==> src/rtl/rv32i_pkg.sv <==
// Shared RV32I front-end types and constants used by the fetch stage.
package rv32i_pkg;

  localparam int XLEN = 32;
  localparam int ILEN = 32;
  localparam logic [31:0] PC_STEP = 32'd4;

  typedef enum logic [1:0] {
    S_BOOT,
    S_FETCH,
    S_DRAIN
  } fetch_state_e;

  // Redirect targets are always word aligned; the low two bits are dropped.
  function automatic logic [XLEN-1:0] align_pc(input logic [XLEN-1:0] pc);
    return pc & ~32'h0000_0003;
  endfunction

endpackage

==> src/rtl/instr_fetch_unit_if.sv <==
// Bundles the instruction-memory req/rsp channel and the decode valid/ready channel.
interface instr_fetch_unit_if;
  import rv32i_pkg::*;

  logic            imem_req_valid;
  logic            imem_req_ready;
  logic [XLEN-1:0] imem_req_addr;
  logic            imem_rsp_valid;
  logic [ILEN-1:0] imem_rsp_data;
  logic            instr_valid;
  logic            instr_ready;
  logic [ILEN-1:0] instr_data;
  logic [XLEN-1:0] instr_pc;

  // Fetch-unit side.
  modport master (
    output imem_req_valid, imem_req_addr,
    input  imem_req_ready, imem_rsp_valid, imem_rsp_data,
    output instr_valid, instr_data, instr_pc,
    input  instr_ready
  );

  // Memory/decode side.
  modport slave (
    input  imem_req_valid, imem_req_addr,
    output imem_req_ready, imem_rsp_valid, imem_rsp_data,
    input  instr_valid, instr_data, instr_pc,
    output instr_ready
  );

endinterface

==> src/rtl/fetch_fifo.sv <==
// Small synchronous FIFO holding fetched instruction words; the head is read from registered storage.
module fetch_fifo #(
  parameter  int DEPTH = 4,
  parameter  int WIDTH = 32,
  localparam int CW    = $clog2(DEPTH + 1),
  localparam int PW    = $clog2(DEPTH)
) (
  input  logic             clk,
  input  logic             reset,
  input  logic             push,
  input  logic [WIDTH-1:0] push_data,
  input  logic             pop,
  input  logic             flush,
  output logic [WIDTH-1:0] head_data,
  output logic [CW-1:0]    count
);

  logic [WIDTH-1:0] mem [DEPTH];
  logic [PW-1:0]    wr_ptr;
  logic [PW-1:0]    rd_ptr;
  logic [CW-1:0]    cnt;

  // Storage, pointers and occupancy; flush empties the FIFO without touching storage.
  always_ff @(posedge clk or negedge reset) begin
    if (!reset) begin
      wr_ptr <= '0;
      rd_ptr <= '0;
      cnt    <= '0;
      for (int i = 0; i < DEPTH; i++) mem[i] <= '0;
    end else if (flush) begin
      wr_ptr <= '0;
      rd_ptr <= '0;
      cnt    <= '0;
    end else begin
      if (push) begin
        mem[wr_ptr] <= push_data;
        wr_ptr      <= wr_ptr + PW'(1);
      end
      if (pop) rd_ptr <= rd_ptr + PW'(1);
      cnt <= cnt + CW'(push) - CW'(pop);
    end
  end

  assign head_data = mem[rd_ptr];
  assign count     = cnt;

endmodule

==> src/rtl/instr_fetch_unit.sv <==
// Decoupled fetch stage: credit-limited sequential fetching, buffering, and redirect with stale-response drop.
module instr_fetch_unit
  import rv32i_pkg::*;
#(
  parameter logic [31:0] RESET_PC = 32'h0000_0000,
  parameter int          DEPTH    = 4
) (
  input  logic                clk,
  input  logic                reset,
  input  logic                redirect_valid,
  input  logic [XLEN-1:0]     redirect_pc,
  output logic                busy,
  instr_fetch_unit_if.master  bus
);

  localparam int CW  = $clog2(DEPTH + 1);
  localparam int CCW = CW + 1;

  fetch_state_e    state;
  logic [XLEN-1:0] fetch_pc;
  logic [XLEN-1:0] deliver_pc;
  logic [CW-1:0]   outstanding;
  logic [CW-1:0]   drop_cnt;
  logic [CW-1:0]   count;
  logic [ILEN-1:0] head_data;

  logic            credit_ok;
  logic            req_valid;
  logic            issue;
  logic            rsp;
  logic            push;
  logic            pop;
  logic [CW-1:0]   drop_next;
  logic [XLEN-1:0] target_pc;

  // Handshake decode; a redirect suppresses issue, push and pop in its cycle.
  always_comb begin
    rsp       = bus.imem_rsp_valid;
    credit_ok = (CCW'(outstanding) + CCW'(count)) < CCW'(DEPTH);
    req_valid = (state != S_BOOT) && !redirect_valid && credit_ok;
    issue     = req_valid && bus.imem_req_ready;
    push      = rsp && (drop_cnt == '0) && !redirect_valid;
    pop       = (count != '0) && bus.instr_ready && !redirect_valid;
    target_pc = align_pc(redirect_pc);
    drop_next = drop_cnt;
    if (redirect_valid)               drop_next = outstanding - CW'(rsp);
    else if (rsp && drop_cnt != '0)   drop_next = drop_cnt - CW'(1);
  end

  // FSM, PCs and in-flight accounting.
  always_ff @(posedge clk or negedge reset) begin
    if (!reset) begin
      state       <= S_BOOT;
      fetch_pc    <= RESET_PC;
      deliver_pc  <= RESET_PC;
      outstanding <= '0;
      drop_cnt    <= '0;
    end else begin
      case (state)
        S_BOOT:  state <= S_FETCH;
        default: state <= (drop_next != '0) ? S_DRAIN : S_FETCH;
      endcase
      outstanding <= outstanding + CW'(issue) - CW'(rsp);
      drop_cnt    <= drop_next;
      if (redirect_valid) begin
        fetch_pc   <= target_pc;
        deliver_pc <= target_pc;
      end else begin
        if (issue) fetch_pc   <= fetch_pc + PC_STEP;
        if (pop)   deliver_pc <= deliver_pc + PC_STEP;
      end
    end
  end

  fetch_fifo #(
    .DEPTH (DEPTH),
    .WIDTH (ILEN)
  ) u_fifo (
    .clk       (clk),
    .reset     (reset),
    .push      (push),
    .push_data (bus.imem_rsp_data),
    .pop       (pop),
    .flush     (redirect_valid),
    .head_data (head_data),
    .count     (count)
  );

  assign bus.imem_req_valid = req_valid;
  assign bus.imem_req_addr  = fetch_pc;
  assign bus.instr_valid    = (count != '0);
  assign bus.instr_data     = head_data;
  assign bus.instr_pc       = deliver_pc;
  assign busy               = (outstanding != '0);

endmodule

==> src/flat_wrapper.sv <==
// flat-port wrapper written by rule: the top's interface ports become plain ports
module instr_fetch_unit_flat import rv32i_pkg::*;
#(
  parameter logic [31:0] RESET_PC = 32'h0000_0000,
  parameter int          DEPTH    = 4
)
  (clk, reset, redirect_valid, redirect_pc, busy, bus_imem_req_valid, bus_imem_req_addr, bus_imem_req_ready, bus_imem_rsp_valid, bus_imem_rsp_data, bus_instr_valid, bus_instr_data, bus_instr_pc, bus_instr_ready);
  instr_fetch_unit_if bus_i ();
  input  logic clk;
  input  logic reset;
  input  logic redirect_valid;
  input  logic [XLEN-1:0] redirect_pc;
  output logic busy;
  output wire logic [$bits(bus_i.imem_req_valid)-1:0] bus_imem_req_valid;
  output wire logic [$bits(bus_i.imem_req_addr)-1:0] bus_imem_req_addr;
  input wire logic [$bits(bus_i.imem_req_ready)-1:0] bus_imem_req_ready;
  input wire logic [$bits(bus_i.imem_rsp_valid)-1:0] bus_imem_rsp_valid;
  input wire logic [$bits(bus_i.imem_rsp_data)-1:0] bus_imem_rsp_data;
  output wire logic [$bits(bus_i.instr_valid)-1:0] bus_instr_valid;
  output wire logic [$bits(bus_i.instr_data)-1:0] bus_instr_data;
  output wire logic [$bits(bus_i.instr_pc)-1:0] bus_instr_pc;
  input wire logic [$bits(bus_i.instr_ready)-1:0] bus_instr_ready;
  assign bus_imem_req_valid = bus_i.imem_req_valid;
  assign bus_imem_req_addr = bus_i.imem_req_addr;
  assign bus_i.imem_req_ready = bus_imem_req_ready;
  assign bus_i.imem_rsp_valid = bus_imem_rsp_valid;
  assign bus_i.imem_rsp_data = bus_imem_rsp_data;
  assign bus_instr_valid = bus_i.instr_valid;
  assign bus_instr_data = bus_i.instr_data;
  assign bus_instr_pc = bus_i.instr_pc;
  assign bus_i.instr_ready = bus_instr_ready;
  instr_fetch_unit #(.RESET_PC(RESET_PC), .DEPTH(DEPTH)) u_core (.clk(clk), .reset(reset), .redirect_valid(redirect_valid), .redirect_pc(redirect_pc), .busy(busy), .bus(bus_i));
endmodule
==> config.mk <==
export PLATFORM = sky130hd
export DESIGN_NAME = instr_fetch_unit_flat
export DESIGN_NICKNAME = d
export VERILOG_FILES = /design/src/rtl/rv32i_pkg.sv /design/src/rtl/instr_fetch_unit_if.sv /design/src/rtl/fetch_fifo.sv /design/src/rtl/instr_fetch_unit.sv /design/src/flat_wrapper.sv
export SDC_FILE = /design/constraint.sdc
export NUM_CORES = 1
export LEC_CHECK = 0
export CORE_MARGIN = 10
export CORE_UTILIZATION = 40
export DETAILED_ROUTE_END_ITERATION = 10
export PLACE_DENSITY = 0.74
export SLEW_MARGIN = 20
export SYNTH_ARGS = -nofsm -noshare
export SYNTH_HDL_FRONTEND = slang
export SYNTH_SLANG_ARGS = --single-unit
==> constraint.sdc <==
create_clock -name clk -period 6.4 [get_ports clk]
set_input_delay 0.64 -clock clk [delete_from_list [all_inputs] [get_ports clk]]
set_output_delay 0.64 -clock clk [all_outputs]
set_load 0.005 [all_outputs]
==> results of run 1 <==
==> placed cells by master, fill, tap and decap left out, drive strengths merged, types with 16 or more instances in the layout <==
cell           instances
dfrtp                203
clkdlybuf4s50        160
mux2                 130
nand2                 48
clkbuf                35
mux4                  32
o21ai                 32
xor2                  30
nand3                 28
inv                   27
nand4                 25
nor2                  24
ha                    16
==> layout make-up <==
type / count / area, um^2 / area share [%]
flip-flops and latches: 203 / 5080 / 40.5
multi-input cells: 500 / 4500 / 35.9
well taps: 324 / 405 / 3.23
clock buffers: 34 / 687 / 5.48
inverters: 26 / 97.6 / 0.778
clock inverters: 6 / 86.3 / 0.688
repair buffers: 171 / 1690 / 13.5
==> worst max-delay path, cell delays in order (launching register included) <==
cell	delay [ns]
dfrtp_2	0.47
buf_4	0.53
mux4_2	0.62
clkdlybuf4s50_1	0.48
==> power groups by stage <==
stage | registers, mW | logic (mW) | clock network (mW)
floorplan | 1.65 | 0.692 | 0
global placement | 1.69 | 1.24 | 0
detailed placement | 1.70 | 1.27 | 0
CTS | 1.68 | 1.27 | 1.37
global route | 1.71 | 1.37 | 1.42
finish | 1.68 | 1.25 | 1.33
==> state kept, by name, indices dropped and copies added, names as in the netlist <==
name                      flops
u_core.u_fifo.rd_ptr          2
u_core.u_fifo.wr_ptr          2
u_core.outstanding            3
u_core.bus.instr_pc          30
u_core.u_fifo.mem           128
u_core.bus.imem_req_addr     30
u_core.drop_cnt               3
u_core.state                  2
u_core.u_fifo.count           3
==> routing by layer <==
metal  GRT usage (%)  vias up  share of wire, %
met5               0        -                 0
met4            4.06        0               2.3
met3            4.37       36               7.0
met2            24.1      165                47
met1            20.0     3391                43
li1                -     3120                 -
==> path summary, 6_finish.rpt <==
kind                                                 to  cells after the start
min in group clk                  u_core.u_fifo.mem[11]                      1
max                                   bus_instr_data[1]                      3
max in group asynchronous       u_core.u_fifo.rd_ptr[0]                      2
min                        u_core.bus.imem_req_addr[23]                      1
min reg2reg                       u_core.u_fifo.mem[11]                      1
max reg2reg                       u_core.outstanding[2]                      9
==> stage by stage <==
stage | util, % | std cells | instance area, um^2 | setup slack, ns | hold WS [ns]
2_1_floorplan | - | 772 | 9870 | 3.83 | 0.344
3_3_place_gp | 48.4 | 1224 | 11800 | 2.80 | 0.482
3_5_place_dp | 48.4 | 1224 | 11800 | 2.82 | 0.487
4_1_cts | 51.6 | 1264 | 12500 | 3.02 | 0.254
5_1_grt | 51.6 | 1264 | 12500 | 2.93 | 0.266
6_report | 51.6 | 1264 | 12500 | 3.10 | 0.196
==> kinds of logic (layout without fill, tap and decap cells) <==
group / after synthesis / after routing / synth area share (%)
xor gates and xnor gates: 45 / 45 / 4.00
other: 1 / 4 / 0.0380
AOI/OAI and AO/OA: 87 / 87 / 5.82
adders and majority gates: 18 / 18 / 2.44
muxes: 165 / 165 / 22.5
buffers and inverters: 69 / 237 / 2.99
DFF: 203 / 203 / 51.5
and+or+nand+nor: 181 / 181 / 10.8
==> summary.md, run 1 <==
| Metric | Value |
|---|---|
| Status | complete, no violations |
| Crit share post-route | between 50% and 60% |
| Initial antenna violation count | 0 |
| Endpoints failing setup | 0 |
| Port Buffers | approximately 160 |
| Sw frac | between 20 and 30% |
| CP arrival | 2.66 ns |
| Die width | roughly 180 um |
| Flip-flop and latch count after synthesis | between 200 and 250 |
| Sw power | roughly 1.2 mW |
| CP startpoint kind | flop |
| CTS sink cnt | 203 |
| Peak supply drop | 0.000243 V |
| Row cnt | 57 |
| Mapped Cells | ~770 |
| FFs w/ async S/R, synth | 100% |
| Total GRT Usage | between 15 and 20% |
| Commonest cells post-synth | 203 x dfrtp_1, 130 x mux2_2, 47 x nand2_1 |
| Power per standard cell area | about 340 mW/mm^2 |
| Filler cell count | 2077 |
| Clock share of power | between 30% and 40% |
| Layout area overhead | 27.2% |
| Syn Area/Cell | approximately 13 um^2 |
| Leak | ~5.5 nW |
| Drt drc | 0 |
| Clk slew on worst S/H paths | about 0.06 ns |
| First-iteration detailed-routing DRC count | a little over 400 |
| Die Ht | approximately 180 um |
| Detailed placement HPWL | approximately 17 mm |
| Most numerous cell in the Yosys netlist | dfrtp_1 |
| RR Startpoint | u_core.u_fifo.count[2] |
| Pint | 3.08 mW |
| Clock latency on the worst-skew pair | roughly 0.50 ns |
| Cell taking the most area after synthesis | dfrtp_1 |
| First-pass GRT wire length | approximately 39 mm |
| Crit. End Element | primary output |
| Nets@finish | ~1000 |
| Post-CTS sizing | 0 |
| Max Clk Rate | around 300 MHz |
| Yosys warning count | 0 |
| Post-synth top flop | dfrtp_1 |
| Vias per Instance | roughly 5.3 |
| Final hold vios | 0 |
| Setup CP Type | reg -> out |
| Post-Syn Area | approximately 0.01 mm^2 |
| Reg-to-reg slack, setup | 3.26 ns |
| Gpl congestion | 0.839 |
| Overall power | between 4 and 5 mW |
| I/O Pins | 169 |
| Synth top area share | about half |
| EDFF count, synth | 0 |
| Grt ovf | 0 |
| Post-synthesis sequential area ratio | 51.5% |
| Worst slew margin relative to its limit | approximately two fifths |
| Max-Cap Viols | 0 |
| Starting Density | roughly two fifths |
| Drt total wl | around 24 mm |
| Worst Setup SP | u_core.u_fifo.rd_ptr[0] |
| Root buf cell | clkbuf_16 |
| DR WL/cell | around 19 um |
| Die area | 0.0313 mm^2 |
| Via Count | 6712 |
| Slew Viols, Final | 0 |
| Core area | roughly 0.024 mm^2 |
| CTS Hold Bufs | 0 |
| Antenna cells | 0 |
| Worst min path class | in -> async |
| Fraction of layout cells with a size suffix above 1 | 24.6% |
| CTS H-tree depth | 1 |
| Skew final | between 0.01 and 0.015 ns |
| CTS tree | built |
| Least-Margin Pin Slew | between 0.9 and 1 ns |
| Total CTS buffers | 23 |
| CTS Buffer Depth | 3 |
| Largest net degree at the start of global routing | 105 |
| Unique masters post-synth | 54 |
| Worst-path maximum fanout | 29 |
| Pre-antenna DRT Iters | 4 |
| Req. time, crit path | ~5.8 ns |
| Final antenna-violating net count | 0 |
| Post-CTS Setup Repair Bufs | 0 |
| Comb power frac | 29.3% |
| Seq pwr share | between 30% and 40% |
| Largest cells by area after synthesis | dfrtp_1 52%, mux2_2 15%, mux4_2 7.3% |
| Fin crit period | approximately 3.3 ns |
| Setup TNS | 0 ns |
| Vias in the first global route | around 7000 |
| Unrepaired setup endpoints after global routing | no |
Note: power is estimated with default switching activity, not from simulation.
==> run 2: changes to the inputs <==
--- a/config.mk
+++ b/config.mk
@@ -8,7 +8,7 @@
 export CORE_MARGIN = 10
 export CORE_UTILIZATION = 40
 export DETAILED_ROUTE_END_ITERATION = 10
-export PLACE_DENSITY = 0.74
+export PLACE_DENSITY = 0.77
 export SLEW_MARGIN = 20
 export SYNTH_ARGS = -nofsm -noshare
 export SYNTH_HDL_FRONTEND = slang
==> constraint.sdc (replaced) <==
create_clock -name clk -period 2.9 [get_ports clk]
set_input_delay 0.29 -clock clk [delete_from_list [all_inputs] [get_ports clk]]
set_output_delay 0.29 -clock clk [all_outputs]
set_load 0.005 [all_outputs]
==> run 2 against run 1 <==
Compared with the run above:
- first-iteration DRC count increased by 4.9%
- critical path depth unchanged
- via count increased by 2.6%
- sequential share of layout area decreased by 0.52 points
- critical endpoint is now bus_instr_data[3]
- largest cell class unchanged
- highest routed layer unchanged
==> summary.md, run 2 (synthesis gave the netlist of run 1 again) <==
| Metric | Value |
|---|---|
| Pre-antenna DRT Iters | 5 |
| Crit path max-delay cell type | mux4_2 |
| Via Count | about 7000 |
| FF-to-FF End | u_core.outstanding[2] |
| Peak supply drop | 0.000504 V |
| Fin crit period | ~2.7 ns |
| DR WL/cell | 19.5 um |
| CTS tree | built |
| CTS sink cnt | around 200 |
| Most common cell after layout, fill and taps aside | dfrtp_1 |
| Max Used Layer | met4 |
| Endpoints failing setup | 0 |
| Crit-path cells | buf_12, mux4_2, clkdlybuf4s50_1 |
| Final hold vios | 0 |
| Die area | about 0.031 mm^2 |
| Req. time, crit path | about 2.6 ns |
| Unrepaired setup endpoints after global routing | no |
| Final core utilization | 52.3% |
| Worst min path class | in -> reg |
| Die width | between 150 and 200 um |
| Met3 routed wirelength | ~1.8 mm |
| Status | complete, no violations |
| Top reg by flops | u_core.u_fifo.mem |
| Setup CP Type | reg -> out |
| Skew final | ~0.0086 ns |
| Die Ht | 177 um |
| Antenna cells | 0 |
| Largest net degree at the start of global routing | about 80 |
| Layout area overhead | 28.8% |
| Drt drc | 0 |
| Row cnt | 57 |
| Post-CTS Setup Repair Bufs | 0 |
| Gpl congestion | between 0.8 and 0.9 |
| Reg2Reg Depth | 9 |
| Crit share post-route | 91.5% |
| Leak | 5.58 nW |
| I/O Pins | around 170 |
| Final antenna-violating net count | 0 |
| Port Buffers | between 150 and 200 |
| Hold path start | redirect_valid |
| Initial antenna violation count | 0 |
| Vias in the first global route | 7151 |
| Worst-path maximum fanout | 29 |
| Worst Hold End | u_core.u_fifo.wr_ptr[0] |
| DRT met1 WL | 10.5 mm |
| CP startpoint kind | flop |
| Drt total wl | roughly 25 mm |
| Max Clk Rate | 377 MHz |
| Worst slew margin relative to its limit | ~54% |
| Clk slew on worst S/H paths | ~0.060 ns |
| CP arrival | approximately 2.4 ns |
| Fraction of layout cells with a size suffix above 1 | about a quarter |
| Core area | around 0.024 mm^2 |
| Reg-to-reg slack, setup | 0.38 ns |
| Max incr delay on CP | around 0.56 ns |
| First-pass GRT wire length | around 40 mm |
| Total CTS buffers | 23 |
| Slew Viols, Final | 0 |
| Crit. End Element | primary output |
| Grt ovf | 0 |
| Setup TNS | 0 ns |
| Met2 WL post-DR | roughly 12 mm |
| First-iteration detailed-routing DRC count | between 400 and 500 |
| Detailed placement HPWL | between 15 and 20 mm |
| Nets@finish | between 1000 and 1500 |
| Commonest non-fill, non-tap cells in the layout | 202 x dfrtp_1, 160 x clkdlybuf4s50_1, 130 x mux2_2 |
| Power per standard cell area | 750 mW/mm^2 |
| Max reg flops | 128 |
| Starting Density | 40.6% |
| CTS Buffer Depth | 3 |
| CTS H-tree depth | 1 |
| Clock latency on the worst-skew pair | 0.52 ns |
| Cells on Worst Hold Path | 2 |
| Least-Margin Pin Slew | roughly 0.69 ns |
| Max-Cap Viols | 0 |
| Total GRT Usage | between 10% and 20% |
| RR Startpoint | u_core.u_fifo.count[2] |
| Vias per Instance | about 5.4 |
| Root buf cell | clkbuf_16 |
run 2: repair_timing:
item,CTS,global route
resized for setup,0,0
hold buffers,1,0
endpoints found under the setup margin,0,0
hold endpoints to repair,75,0
run 2: cell type report:
| cell class | instances | area [um^2] |
|---|---|---|
| fillers | 2076 | 11600 |
| flip-flops and latches | 203 | 5080 |
| multi-input cells | 500 | 4500 |
| repair buffers | 181 | 1840 |
| clock buffers | 31 | 646 |
| well taps | 324 | 405 |
| clock inverters | 9 | 138 |
| inverters | 26 | 97.6 |
run 2: power breakdown:
group          internal [mW]  switching [mW]
Sequential              3.32           0.408
Clock                   1.83            1.18
Combinational           1.70            1.10
run 2: per-layer routing:
layer / track usage (%) / up-vias
li1: - / 3124
met1: 20.3 / 3506
met3: 3.73 / 34
met4: 4.45 / 0
met2: 25.7 / 222
met5: 0 / -
run 2: through the flow:
| step | hold WS, ns | area [um^2] | worst slack (ns) | power (mW) | std cells |
|---|---|---|---|---|---|
| after floorplan | -0.00559 | 9870 | 0.471 | 5.17 | 772 |
| after global placement | 0.382 | 11900 | 0.442 | 6.49 | 1233 |
| after detailed placement | 0.386 | 11900 | 0.414 | 6.59 | 1233 |
| after CTS | 0.0917 | 12700 | 0.185 | 9.66 | 1274 |
| after global routing | 0.116 | 12700 | 0.135 | 10.1 | 1274 |
| final | 0.108 | 12700 | 0.245 | 9.54 | 1274 |
run 2: worst max-delay path, delay by kind of cell, from the launching register on:
| family | cells | cell delay [ns] |
|---|---|---|
| mux | 1 | 0.56 |
| buf+inv | 2 | 0.76 |
| flops | 1 | 0.49 |
run 2: how the worst max path moves through the flow:
stage | slack, ns | end | startpoint
2_1_floorplan | 0.47 | u_core.outstanding[2] | u_core.u_fifo.count[2]
4_1_cts | 0.18 | bus_instr_data[3] | u_core.u_fifo.rd_ptr[0]
5_1_grt | 0.13 | bus_instr_data[3] | u_core.u_fifo.rd_ptr[0]
6_report | 0.25 | bus_instr_data[3] | u_core.u_fifo.rd_ptr[0]
3_3_place_gp | 0.44 | u_core.u_fifo.count[2] | bus_imem_rsp_valid
3_5_place_dp | 0.41 | u_core.outstanding[2] | u_core.u_fifo.count[1]
==> run 3: changes to the inputs <==
--- a/config.mk
+++ b/config.mk
@@ -9,7 +9,7 @@
 export CORE_UTILIZATION = 40
 export DETAILED_ROUTE_END_ITERATION = 10
 export PLACE_DENSITY = 0.77
-export SLEW_MARGIN = 20
+export SLEW_MARGIN = 10
 export SYNTH_ARGS = -nofsm -noshare
 export SYNTH_HDL_FRONTEND = slang
 export SYNTH_SLANG_ARGS = --single-unit
==> results of run 3 <==
Final layout, timing and power as in run 2 (identical DEF).
